`config.mk`:
```
export PLATFORM = sky130hd
export DESIGN_NAME = seg_scan_decoder
export DESIGN_NICKNAME = d
export VERILOG_FILES = /design/src/rtl/seg_scan_pkg.sv /design/src/rtl/seg7_to_hex.sv /design/src/rtl/seg_scan_decoder.sv
export SDC_FILE = /design/constraint.sdc
export NUM_CORES = 1
export LEC_CHECK = 0
export ABC_CLOCK_PERIOD_IN_PS = 2100
export CORE_UTILIZATION = 49
export DETAILED_ROUTE_END_ITERATION = 6
export PLACE_DENSITY = 0.72
export SYNTH_ARGS = -nofsm -noshare
export SYNTH_HDL_FRONTEND = slang
export SYNTH_HIERARCHICAL = 1
export SYNTH_SLANG_ARGS = --single-unit
export TNS_END_PERCENT = 10
```
`constraint.sdc`:
```
create_clock -name Clock -period 2.1 [get_ports Clock]
set_input_delay 0.21 -clock Clock [delete_from_list [all_inputs] [get_ports Clock]]
set_output_delay 0.21 -clock Clock [all_outputs]
set_load 0.02 [all_outputs]
```
`src/rtl/seg_scan_pkg.sv`:
```
// Shared types, segment table and helpers for the seven-segment scan decoder.
package seg_scan_pkg;

  localparam int unsigned NUM_DIGITS = 4;
  localparam int unsigned SEG_W      = 7;
  localparam int unsigned NIB_W      = 4;
  localparam int unsigned VALUE_W    = NUM_DIGITS * NIB_W;

  typedef enum logic [1:0] {
    IDLE  = 2'd0,
    SCAN  = 2'd1,
    STALE = 2'd2
  } state_t;

  localparam logic [SEG_W-1:0] SEG_BLANK = 7'h00;

  // Segment patterns indexed by nibble, bit order {A,B,C,D,E,F,G}
  localparam logic [SEG_W-1:0] HEX_SEG [16] = '{
    7'h7E, 7'h30, 7'h6D, 7'h79, 7'h33, 7'h5B, 7'h5F, 7'h70,
    7'h7F, 7'h7B, 7'h77, 7'h1F, 7'h4E, 7'h3D, 7'h4F, 7'h47
  };

  typedef struct packed {
    logic [NUM_DIGITS-1:0] ndigit;
    logic [SEG_W-1:0]      seg;
    logic                  dp;
  } sample_t;

  localparam sample_t SAMPLE_IDLE = '{ndigit: '1, seg: '0, dp: 1'b0};

  typedef struct packed {
    logic [NIB_W-1:0] nibble;
    logic             blank;
    logic             error;
  } hex_t;

  function automatic logic multi_low(input logic [NUM_DIGITS-1:0] ndigit);
    return $countones(~ndigit) > 1;
  endfunction

endpackage

```
`src/rtl/seg7_to_hex.sv`:
```
// Combinational reverse lookup: seven segment lines back to a hex nibble,
// flagging all-off (blank) and unrecognised (error) patterns.
module seg7_to_hex
  import seg_scan_pkg::*;
(
  input  logic [SEG_W-1:0] seg,
  output hex_t             hex_c
);

  always_comb begin
    hex_c = '0;
    if (seg == SEG_BLANK) begin
      hex_c.blank = 1'b1;
    end else begin
      hex_c.error = 1'b1;
      for (int unsigned i = 0; i < 16; i++) begin
        if (seg == HEX_SEG[i]) begin
          hex_c.nibble = NIB_W'(i);
          hex_c.error  = 1'b0;
        end
      end
    end
  end

endmodule

```
`src/rtl/seg_scan_decoder.sv`:
```
// Samples a multiplexed seven-segment scan, filters each digit dwell for
// stability, decodes it and publishes complete four-digit frames.
module seg_scan_decoder
  import seg_scan_pkg::*;
#(
  parameter int unsigned SETTLE_CYCLES  = 4,
  parameter int unsigned TIMEOUT_CYCLES = 4096
) (
  input  logic                  Clock,
  input  logic                  Reset,
  input  logic [NUM_DIGITS-1:0] nDigit,
  input  logic                  SegA,
  input  logic                  SegB,
  input  logic                  SegC,
  input  logic                  SegD,
  input  logic                  SegE,
  input  logic                  SegF,
  input  logic                  SegG,
  input  logic                  DP,
  output logic [VALUE_W-1:0]    Value,
  output logic [NUM_DIGITS-1:0] DPs,
  output logic [NUM_DIGITS-1:0] Blank,
  output logic [NUM_DIGITS-1:0] SegError,
  output logic                  Valid,
  output logic                  Overlap,
  output logic                  Stale
);

  localparam int unsigned SET_W = $clog2(SETTLE_CYCLES);
  localparam int unsigned TO_W  = $clog2(TIMEOUT_CYCLES + 1);
  localparam logic [SET_W-1:0] SET_MAX = SET_W'(SETTLE_CYCLES - 1);
  localparam logic [SET_W-1:0] SET_PRE = SET_W'(SETTLE_CYCLES - 2);
  localparam logic [TO_W-1:0]  TO_MAX  = TO_W'(TIMEOUT_CYCLES);

  sample_t in_c, s_q, p_q;
  logic [SET_W-1:0] settle_q, settle_d;
  logic [TO_W-1:0]  tmo_q, tmo_d;
  state_t           state_q, state_d;
  logic             stable_c, capture_c, frame_done_c, stale_set_c;
  logic [NUM_DIGITS-1:0] sel_c, mask_q, mask_d, mask_upd_c;
  logic [NUM_DIGITS-1:0][NIB_W-1:0] nib_q, nib_c;
  logic [NUM_DIGITS-1:0] dp_q, dp_c, blank_q, blank_c, err_q, err_c;
  hex_t             hex_c;

  assign in_c  = {nDigit, SegA, SegB, SegC, SegD, SegE, SegF, SegG, DP};
  assign sel_c = ~s_q.ndigit;

  seg7_to_hex u_seg7_to_hex (
    .seg   (s_q.seg),
    .hex_c (hex_c)
  );

  // Two-stage sampling and dwell stability counter
  always_ff @(posedge Clock) begin
    if (Reset) begin
      s_q      <= SAMPLE_IDLE;
      p_q      <= SAMPLE_IDLE;
      settle_q <= '0;
    end else begin
      s_q      <= in_c;
      p_q      <= s_q;
      settle_q <= settle_d;
    end
  end

  // Capture fires only on the transition into the saturated count
  always_comb begin
    stable_c  = (s_q == p_q) && (s_q.ndigit != '1) && !multi_low(s_q.ndigit);
    settle_d  = '0;
    capture_c = 1'b0;
    if (stable_c) begin
      settle_d  = (settle_q == SET_MAX) ? SET_MAX : settle_q + 1'b1;
      capture_c = (settle_q == SET_PRE);
    end
  end

  always_comb begin
    nib_c      = nib_q;
    dp_c       = dp_q;
    blank_c    = blank_q;
    err_c      = err_q;
    mask_upd_c = mask_q;
    if (capture_c) begin
      for (int k = 0; k < int'(NUM_DIGITS); k++) begin
        if (sel_c[k]) begin
          nib_c[k]   = hex_c.nibble;
          dp_c[k]    = s_q.dp;
          blank_c[k] = hex_c.blank;
          err_c[k]   = hex_c.error;
        end
      end
      mask_upd_c = mask_q | sel_c;
    end
    frame_done_c = capture_c && (mask_upd_c == '1);
  end

  always_ff @(posedge Clock) begin
    if (Reset) begin
      state_q <= IDLE;
    end else begin
      state_q <= state_d;
    end
  end

  // Scan FSM; a capture in the same cycle as the timeout takes priority
  always_comb begin
    state_d     = state_q;
    stale_set_c = 1'b0;
    tmo_d       = '0;
    mask_d      = mask_upd_c;
    case (state_q)
      IDLE: begin
        if (capture_c) state_d = SCAN;
      end
      SCAN: begin
        if (!capture_c) begin
          if (tmo_q == TO_MAX) begin
            state_d     = STALE;
            stale_set_c = 1'b1;
            mask_d      = '0;
          end else begin
            tmo_d = tmo_q + 1'b1;
          end
        end
      end
      STALE: begin
        if (capture_c) state_d = SCAN;
      end
      default: state_d = IDLE;
    endcase
    if (frame_done_c) mask_d = '0;
  end

  always_ff @(posedge Clock) begin
    if (Reset) begin
      tmo_q    <= '0;
      mask_q   <= '0;
      nib_q    <= '0;
      dp_q     <= '0;
      blank_q  <= '0;
      err_q    <= '0;
      Value    <= '0;
      DPs      <= '0;
      Blank    <= '0;
      SegError <= '0;
      Valid    <= 1'b0;
      Overlap  <= 1'b0;
      Stale    <= 1'b0;
    end else begin
      tmo_q   <= tmo_d;
      mask_q  <= mask_d;
      nib_q   <= nib_c;
      dp_q    <= dp_c;
      blank_q <= blank_c;
      err_q   <= err_c;
      Valid   <= frame_done_c;
      Overlap <= multi_low(nDigit);
      if (frame_done_c) begin
        Value    <= nib_c;
        DPs      <= dp_c;
        Blank    <= blank_c;
        SegError <= err_c;
        Stale    <= 1'b0;
      end else if (stale_set_c) begin
        Stale <= 1'b1;
      end
    end
  end

endmodule
```
Word-level counts from Yosys, hierarchy flattened --
Index checks and enable logic that the tools add are counted.
Cells by class: equal/unequal tests 27, bitwise gates (word level) 5, muxes and demuxes 67, $lt $le $gt $ge 2, reductions and logical operators 11, $add $sub $neg 8
Operator list (number):
- 7-bit == test (second input constant) | 12
- 4-bit 2-to-1 mux | 20
- 1-bit 2-to-1 mux | 35
- 7-bit by 6-bit == test with 1-bit output (second input constant) | 3
- 16-bit 2-to-1 mux | 1
- 13-bit by 1-bit adder with 13-bit output (second input constant) | 1
- 13-bit == test (second input constant) | 1
- 12-bit == test | 1
- 2-bit 2-to-1 mux | 6
- 3-bit 2-to-1 mux | 4
- 1-bit by 1-bit adder with 2-bit output | 4
- 4-bit inverter | 2
- 7-bit by 5-bit == test with 1-bit output (second input constant) | 1
- 7-bit logical NOT | 1
- 2-bit by 2-bit adder with 3-bit output | 2
- 2-bit == test (second input constant) | 3
- 3-bit by 1-bit > comparator with 1-bit output (second input constant) | 2
- 2-bit OR reduction | 3
- 4-bit == test (second input constant) | 1
- 2-bit inequality test (second input constant) | 2
- 4-bit inequality test (second input constant) | 1
- 4-bit bitwise OR | 1
- 2-bit one-hot mux with 2 select lines | 1
- 4-bit OR reduction | 1
- 8 further kinds | 11
Word-level totals: register bits after elaboration 104, word-level logic and storage cells 144, input port bits 14

Logic depth before layout (Yosys ltp) --
Gate-level depths: netlist of the first run.
depth in word-level cells 20, gate-level depth with buffers 8

Modules after synthesis --
Netlist of the first run, hierarchy kept.
By module, submodules not included:
- seg_scan_decoder | cells an instance 488, area an instance 4581.9 µm², instances 1, seq. area each 2082.0 µm²
- seg7_to_hex | cells an instance 55, area an instance 376.6 µm², instances 1, seq. area each 0.0 µm²

Least setup slack after synthesis of the first run --
Ideal clock, no wire load.
kind register -> register, start point register s_q[8] in the netlist's numbering, end point register dp_q[3], cell stages (with the launch flop) 6, data required time 1.977 ns, data arrival time 2.034 ns, setup slack -0.057 ns, clock period less this slack 2.157 ns, cell sequence dfxtp_1 > fa_1 > nand3_2 > a2111oi_4 > nand3_1 > mux2_1
On the way: word-level cells in the longest chain between the ends 8
RTL lines:
- start, declared | line seg_scan_decoder.sv:35 | sample_t in_c, s_q, p_q;
- start signal, assigned | line seg_scan_decoder.sv:60 | s_q <= in_c;
- 4-bit inverter | line seg_scan_pkg.sv:38 | return $countones(~ndigit) > 1;
- 1-bit by 1-bit adder with 2-bit output (implied by the code) | line seg_scan_pkg.sv:38
- 2-bit by 2-bit adder with 3-bit output (implied by the code) | line seg_scan_pkg.sv:38
- 3-bit by 1-bit > comparator with 1-bit output | line seg_scan_pkg.sv:38
- 1-bit logical NOT | line seg_scan_decoder.sv:68 | stable_c = (s_q == p_q) && (s_q.ndigit != '1) && !multi_low(s_q.ndigit);
- 1-bit logical AND * | line seg_scan_decoder.sv:68
- 1-bit 2-to-1 mux * | line seg_scan_decoder.sv:71 | if (stable_c) begin
- 4-bit 2-to-1 mux * | line seg_scan_decoder.sv:83 | if (capture_c) begin
- end signal, assigned | line seg_scan_decoder.sv:153 | dp_q <= dp_c;
- end, declared | line seg_scan_decoder.sv:42 | logic [NUM_DIGITS-1:0] dp_q, dp_c, blank_q, blank_c, err_q, err_c;
Every way passes the cells marked *; elsewhere a longest branch is shown, timed or not. A chain may end at the register's enable or synchronous reset.

Worst setup path in the final report of the first run --
start point register s_q[11] in the netlist's numbering, end point register Value[4]
On the way: word-level cells in the longest chain between the ends 10
RTL lines:
- 4-bit inverter | line seg_scan_pkg.sv:38, seg_scan_decoder.sv:46
- 1-bit by 1-bit adder with 2-bit output (implied by the code) | line seg_scan_pkg.sv:38
- 2-bit by 2-bit adder with 3-bit output (implied by the code) | line seg_scan_pkg.sv:38
- 3-bit by 1-bit > comparator with 1-bit output | line seg_scan_pkg.sv:38
- 1-bit logical NOT | line seg_scan_decoder.sv:68
- 1-bit logical AND | line seg_scan_decoder.sv:68
- 1-bit 2-to-1 mux | line seg_scan_decoder.sv:71
- 4-bit 2-to-1 mux | line seg_scan_decoder.sv:83
- 4-bit == test | line seg_scan_decoder.sv:94 | frame_done_c = capture_c && (mask_upd_c == '1);
- 1-bit logical AND | line seg_scan_decoder.sv:94
- end signal, assigned | line seg_scan_decoder.sv:159 | Value <= nib_c;
- end, declared | line seg_scan_decoder.sv:20 | output logic [VALUE_W-1:0] Value,
Several ways; a longest one is shown, not always the timed one.

==> results of run 1 <==
[layout by cell type (no fill, tap or decap), types with 19 or more instances in the layout]
cell type        Yosys  routed
clkdlybuf4s50_1      0      43
nor2b_1             19      19
o21ai_0             58      44
nand4b_1            22      22
a21oi_1             60      50
nand3_1             43      36
nor2_1              27      27
dfxtp_1            104     102
mux2_2              28      28
buf_4                5      34
[what timing repair did]
item                                    CTS  global route
cloned                                    1             2
pin swaps                                 3            47
endpoints found under the setup margin   54            75
setup buffers                             2             0
resized for setup                         7            38
[layer usage]
metal,GRT usage,share of wire,vias up
li1,-,-,2054
met1,0.297,0.45,2005
met2,0.366,0.50,128
met3,0.0292,0.042,19
met4,0.0956,0.016,0
met5,0,0,-
[logic make-up (layout without fill, tap and decap cells)]
family / count (synthesis) / in the layout
xor+xnor: 24 / 24
mux: 31 / 31
compound gates: 139 / 139
buf+inv: 59 / 114
fa+ha+maj: 5 / 5
flops: 104 / 104
simple gates: 181 / 181
[path summary, 6_finish.rpt]
kind              from         to  slack, ps
max reg2reg    s_q[11]   Value[4]        -70
min reg2reg  Value[10]  Value[10]        480
min              Reset     s_q[5]        310
max            s_q[11]   Value[4]        -70
[metrics by stage]
step | worst slack, ps | setup TNS (ps)
2_1_floorplan | -19.4 | -58.6
3_3_place_gp | 13.8 | 0
3_5_place_dp | -92.6 | -1310
4_1_cts | -16.4 | -68.2
5_1_grt | -142 | -6440
6_report | -69.4 | -877
[worst register-to-register path: stages (launching register included)]
cell,delay [ps]
dfxtp_2,350
fa_1,560
nand3_2,90
buf_6,150
a2111oi_4,390
buf_6,200
clkbuf_16,150
nand3_1,90
a21oi_2,130
[area by class of cell]
class / instances / area [um2]
Clock buffer: 12 / 135
Clock inverter: 3 / 67.6
Fill cell: 850 / 3720
Inverter: 10 / 37.5
Multi-Input combinational cell: 380 / 2680
Sequential cell: 104 / 2090
Tap cell: 133 / 166
Timing Repair Buffer: 89 / 876
[state kept, by name, indices dropped and copies added (netlist names)]
name / flops
Value: 16
nib_q: 16
tmo_q: 13
p_q: 12
s_q: 12
Blank: 4
DPs: 4
SegError: 4
blank_q: 4
dp_q: 4
err_q: 4
mask_q: 4
settle_q: 2
state_q: 2
Overlap: 1
Stale: 1
Valid: 1
[power breakdown]
part / internal, mW / leakage (nW) / switching, mW
Combinational: 0.149 / 1.12 / 0.173
Sequential: 1.99 / 0.843 / 0.0248
Clock: 0.668 / 0.0967 / 0.657
Total: 2.81 / 2.06 / 0.855
==> results.txt, run 1 <==
Router iterations before antenna repair: 5
TritonCTS Buffers: 9
Fin cells: 731
Core area: 9770 um2
H-tree depth: 3
Share of cells above drive strength 1: 0.217
Leakage power: 2.06 nW
Nets: 613
GRT Overall Usage: 0.223
Hold buffer count at cts: 0
Synth Area per Inst: 9.13 um2
N_diodes: 0
FF-to-FF path depth: 8
Post-synthesis simple-gate area fraction: 0.225
Critical path class: reg -> reg
WL/cell: 15.6 um
Crit-path cells: fa_1, nand3_2, buf_6, a2111oi_4, buf_6, clkbuf_16, nand3_1, a21oi_2
Critical Path Fanout Max: 5
Final Cell Area: 6050 um2
Most frequent CP cell: buf_6
Synth top cells by count: dfxtp_1, a21oi_1, o21ai_0
Gr ovfl total: 0
Post-Syn Instances: 543
Clk sink count: 104
Hold Fails Final Rpt: 0
Largest area contributor in the netlist: dfxtp_1
DP HPWL: 7.36 mm
Ys Warns: 6
Final WS setup: -69.4 ps
Vias in the first global route: 3784
Pwr per Cell Area: 606 nW/um2
Final Setup Violations: 33
Buf/Inv on CP: 3
Clk_skew: 9.74 ps
Pins Over Slew Limit: 0
First-pass GRT wire length: 18.3 mm
EDFF count, synth: 0
Sequential share of the synthesized area: 0.420
Slew margin rel.: 0.603
Post-synthesis mux area share: 0.0699
Status: finished with violations
Crit. path cell count: 8
Via Count: 4206
Max Fclk: 461 MHz
Synth async-reset ratio: 0
Largest family of logic cells by synthesized area: simple AND/OR/NAND/NOR gates
Max-Cap Viols: 0
Min Tclk post-route: 2170 ps
Clk Tree Root Cell: clkbuf_8
Syn nets: 562
Crit path max-delay family: adder cells
Worst vdd ir: 0.313 mV
Hold_ws: 306 ps
Synth Area in Compound Gates: 0.163
Die height: 103 um
Pwr Total: 3.67 mW
Drt via density: 5.75
Slowest cell on crit path: fa_1
Horiz. Die Dim: 103 um
Ports: 45
Post-synthesis xor/xnor area fraction: 0.0469
CP Launch Type: flop
Netlist cell types: 58
Rows: 36
Synthesized area: 4960 um2
CP peak stage delay: 560 ps
Top cells by area, synth: dfxtp_1, mux2_2, a21oi_1
Antenna violations before repair: 0
Worst hold stages: 2
Port Buffers: 44
Routed wire length: 11.4 mm
Worst hold path type: in -> reg
Latest clock arrival within the worst-skew pair: 370 ps
Core Util, Final: 0.619
Critical Path AT: 2480 ps
CTS tree: built
Initial DRC Count: 183
Worst-Margin Slew: 588 ps
Failing checks: setup timing
Final worst path period share: 1.03
Starting density of the core: 0.507
Clock Pin Slew Worst Setup and Hold Paths: 90 ps
Largest net degree at the start of global routing: 35
Clk buf depth: 2
CP Data Required Time: 2410 ps
Gpl congestion: 0.895
DP Area: 5670 um2
DRC: 0
Die ar.: 10500 um2
RSZ-0062 raised after global routing: yes
Ys flop type: dfxtp_1
Most frequent cell after synthesis: dfxtp_1
Cell count after placement: 712
Synth Register Bits: 104
Worst setup EP type: flop
Area grow syn2layout: 22.0%
Share of the synthesized area in the top cell type: 0.420
Adder-cell share of the synthesized area: 0.0156
Routed Antenna Nets: 0
Note: power is estimated with default switching activity, not from simulation.
==> run 2: changes to the inputs <==
GPL_TIMING_DRIVEN = 0   (was unset)
==> results.txt, run 2 (synthesis gave the netlist of run 1 again) <==
Worst flop-to-flop path startpoint: s_q[9]
Final WS setup: -133 ps
Most common cell after layout, fill and taps aside: dfxtp_1
Clk buf depth: 2
Worst vdd ir: 0.362 mV
Initial DRC Count: 399
Drt via density: 5.83
Worst-Margin Slew: 637 ps
FF-to-FF path depth: 7
Min Tclk post-route: 2230 ps
Rows: 36
Sequential Area: 2090 um2
Worst setup EP type: flop
Core area: 9770 um2
Port Buffers: 44
Final worst path period share: 1.06
Final Setup Violations: 73
R2r setup slk: -130 ps
Commonest cells after routing, fill and taps aside: dfxtp_1, a21oi_1, clkdlybuf4s50_1
Clk sink count: 104
FILL cells: 826
H-tree depth: 3
Top flop regs: Value (16), nib_q (16), tmo_q (13)
WL/cell: 17.4 um
Largest net degree at the start of global routing: 18
TritonCTS Buffers: 9
Share of cells above drive strength 1: 0.262
N_diodes: 0
Gpl congestion: 0.826
HP Start: SegG
CP Launch Type: flop
CP Data Required Time: 2400 ps
Max Fclk: 448 MHz
Antenna violations before repair: 0
Die height: 103 um
CTS tree: built
Status: finished with violations
Clk Tree Root Cell: clkbuf_8
Starting density of the core: 0.507
Routed wire length: 13.3 mm
Gr ovfl total: 0
Clock Pin Slew Worst Setup and Hold Paths: 100 ps
Worst hold path type: in -> reg
Clk_skew: 10.3 ps
First-pass GRT wire length: 21.1 mm
Worst Hold End: s_q[1]
Nets: 643
RSZ-0062 raised after global routing: yes
DRC: 0
Critical path class: reg -> reg
Pwr Total: 3.53 mW
Die ar.: 10500 um2
Router iterations before antenna repair: 5
GRT Overall Usage: 0.261
Setup tns final: -4430 ps
Critical Path Fanout Max: 7
Failing checks: setup timing
Hold Fails Final Rpt: 0
Via Count: 4443
Latest clock arrival within the worst-skew pair: 370 ps
Leakage power: 2.19 nW
Critical Path AT: 2530 ps
Area grow syn2layout: 27.8%
Max-Cap Viols: 0
Pins Over Slew Limit: 0
Vias in the first global route: 4249
Horiz. Die Dim: 103 um
Routed Antenna Nets: 0
Multi-input gate area: 2840 um2
Ports: 45
Pwr per Cell Area: 557 nW/um2
Slew margin rel.: 0.575
Worst hold stages: 2
Reg2reg end: mask_q[3]
DP HPWL: 8.54 mm
[run 2: cell types whose count changed in the layout (fill, tap and decap cells not counted), moves of 4 or more]
cell      delta
clkbuf_8     +8
a21oi_1      +6
clkbuf_1    +17
o21ai_0     -26
o21ai_2     +20
buf_4       -11
clkbuf_4     +4
buf_6        +6
mux2_2       -5
o21ai_1      +6
a21oi_2      -6
mux2_4       +6
[run 2: area by class of cell]
| class | instances | share of cell area |
|---|---|---|
| Clock inverter | 5 | 0.00651 |
| Sequential cell | 104 | 0.330 |
| Tap cell | 133 | 0.0263 |
| Inverter | 10 | 0.00592 |
| Timing Repair Buffer | 68 | 0.104 |
| Buffer | 49 | 0.0576 |
| Clock buffer | 11 | 0.0207 |
| Multi-Input combinational cell | 382 | 0.449 |
[run 2: what timing repair did]
item	CTS	global route
buffers inserted	12	6
pin swaps	16	23
setup endpoints to repair	77	76
hold buffers	0	0
gates resized for setup	106	37
endpoints found under the hold margin	0	0
cloned	8	0
[run 2: power breakdown]
| group | switching (mW) | leakage (nW) | internal [mW] |
|---|---|---|---|
| clock | 0.705 | 0.0801 | 0.441 |
| combinational | 0.207 | 1.26 | 0.161 |
| sequential | 0.0235 | 0.844 | 1.99 |
| total | 0.935 | 2.19 | 2.60 |
[run 2: how the worst max path moves through the flow]
stage	startpoint	to	slack (ps)
after floorplan	s_q[2]	Blank[1]	-20
after global placement	s_q[2]	Blank[2]	-660
after detailed placement	s_q[2]	Blank[2]	-720
after CTS	s_q[11]	Value[0]	-70
after global routing	s_q[9]	SegError[0]	-200
final	s_q[9]	mask_q[3]	-130
[run 2: worst max-delay path, cell delays in order, from the launching register on]
cell and delay [ps]:
dfxtp_1 350, clkbuf_4 200, xnor2_1 270, nand4_1 250, a2111o_1 550, buf_6 190
a211o_1 230, a21oi_1 120
[run 2: per-layer routing]
| metal | up-vias | global-route usage | share of wire |
|---|---|---|---|
| met4 | 0 | 0.115 | 0.022 |
| met2 | 177 | 0.415 | 0.47 |
| li1 | 2133 | - | - |
| met3 | 25 | 0.0454 | 0.073 |
| met1 | 2108 | 0.347 | 0.44 |
| met5 | - | 0 | 0 |
[run 2: through the flow]
step                instances  utilization  hold slack, ps  setup slack [ps]  cell area (um2)
global placement          720        0.570             451              -663             5570
global route              762        0.648             377              -200             6340
floorplan                 543            -             289             -19.4             4970
CTS                       756        0.635             373             -74.8             6210
detailed placement        720        0.570             463              -720             5570
finish                    762        0.648             380              -133             6340
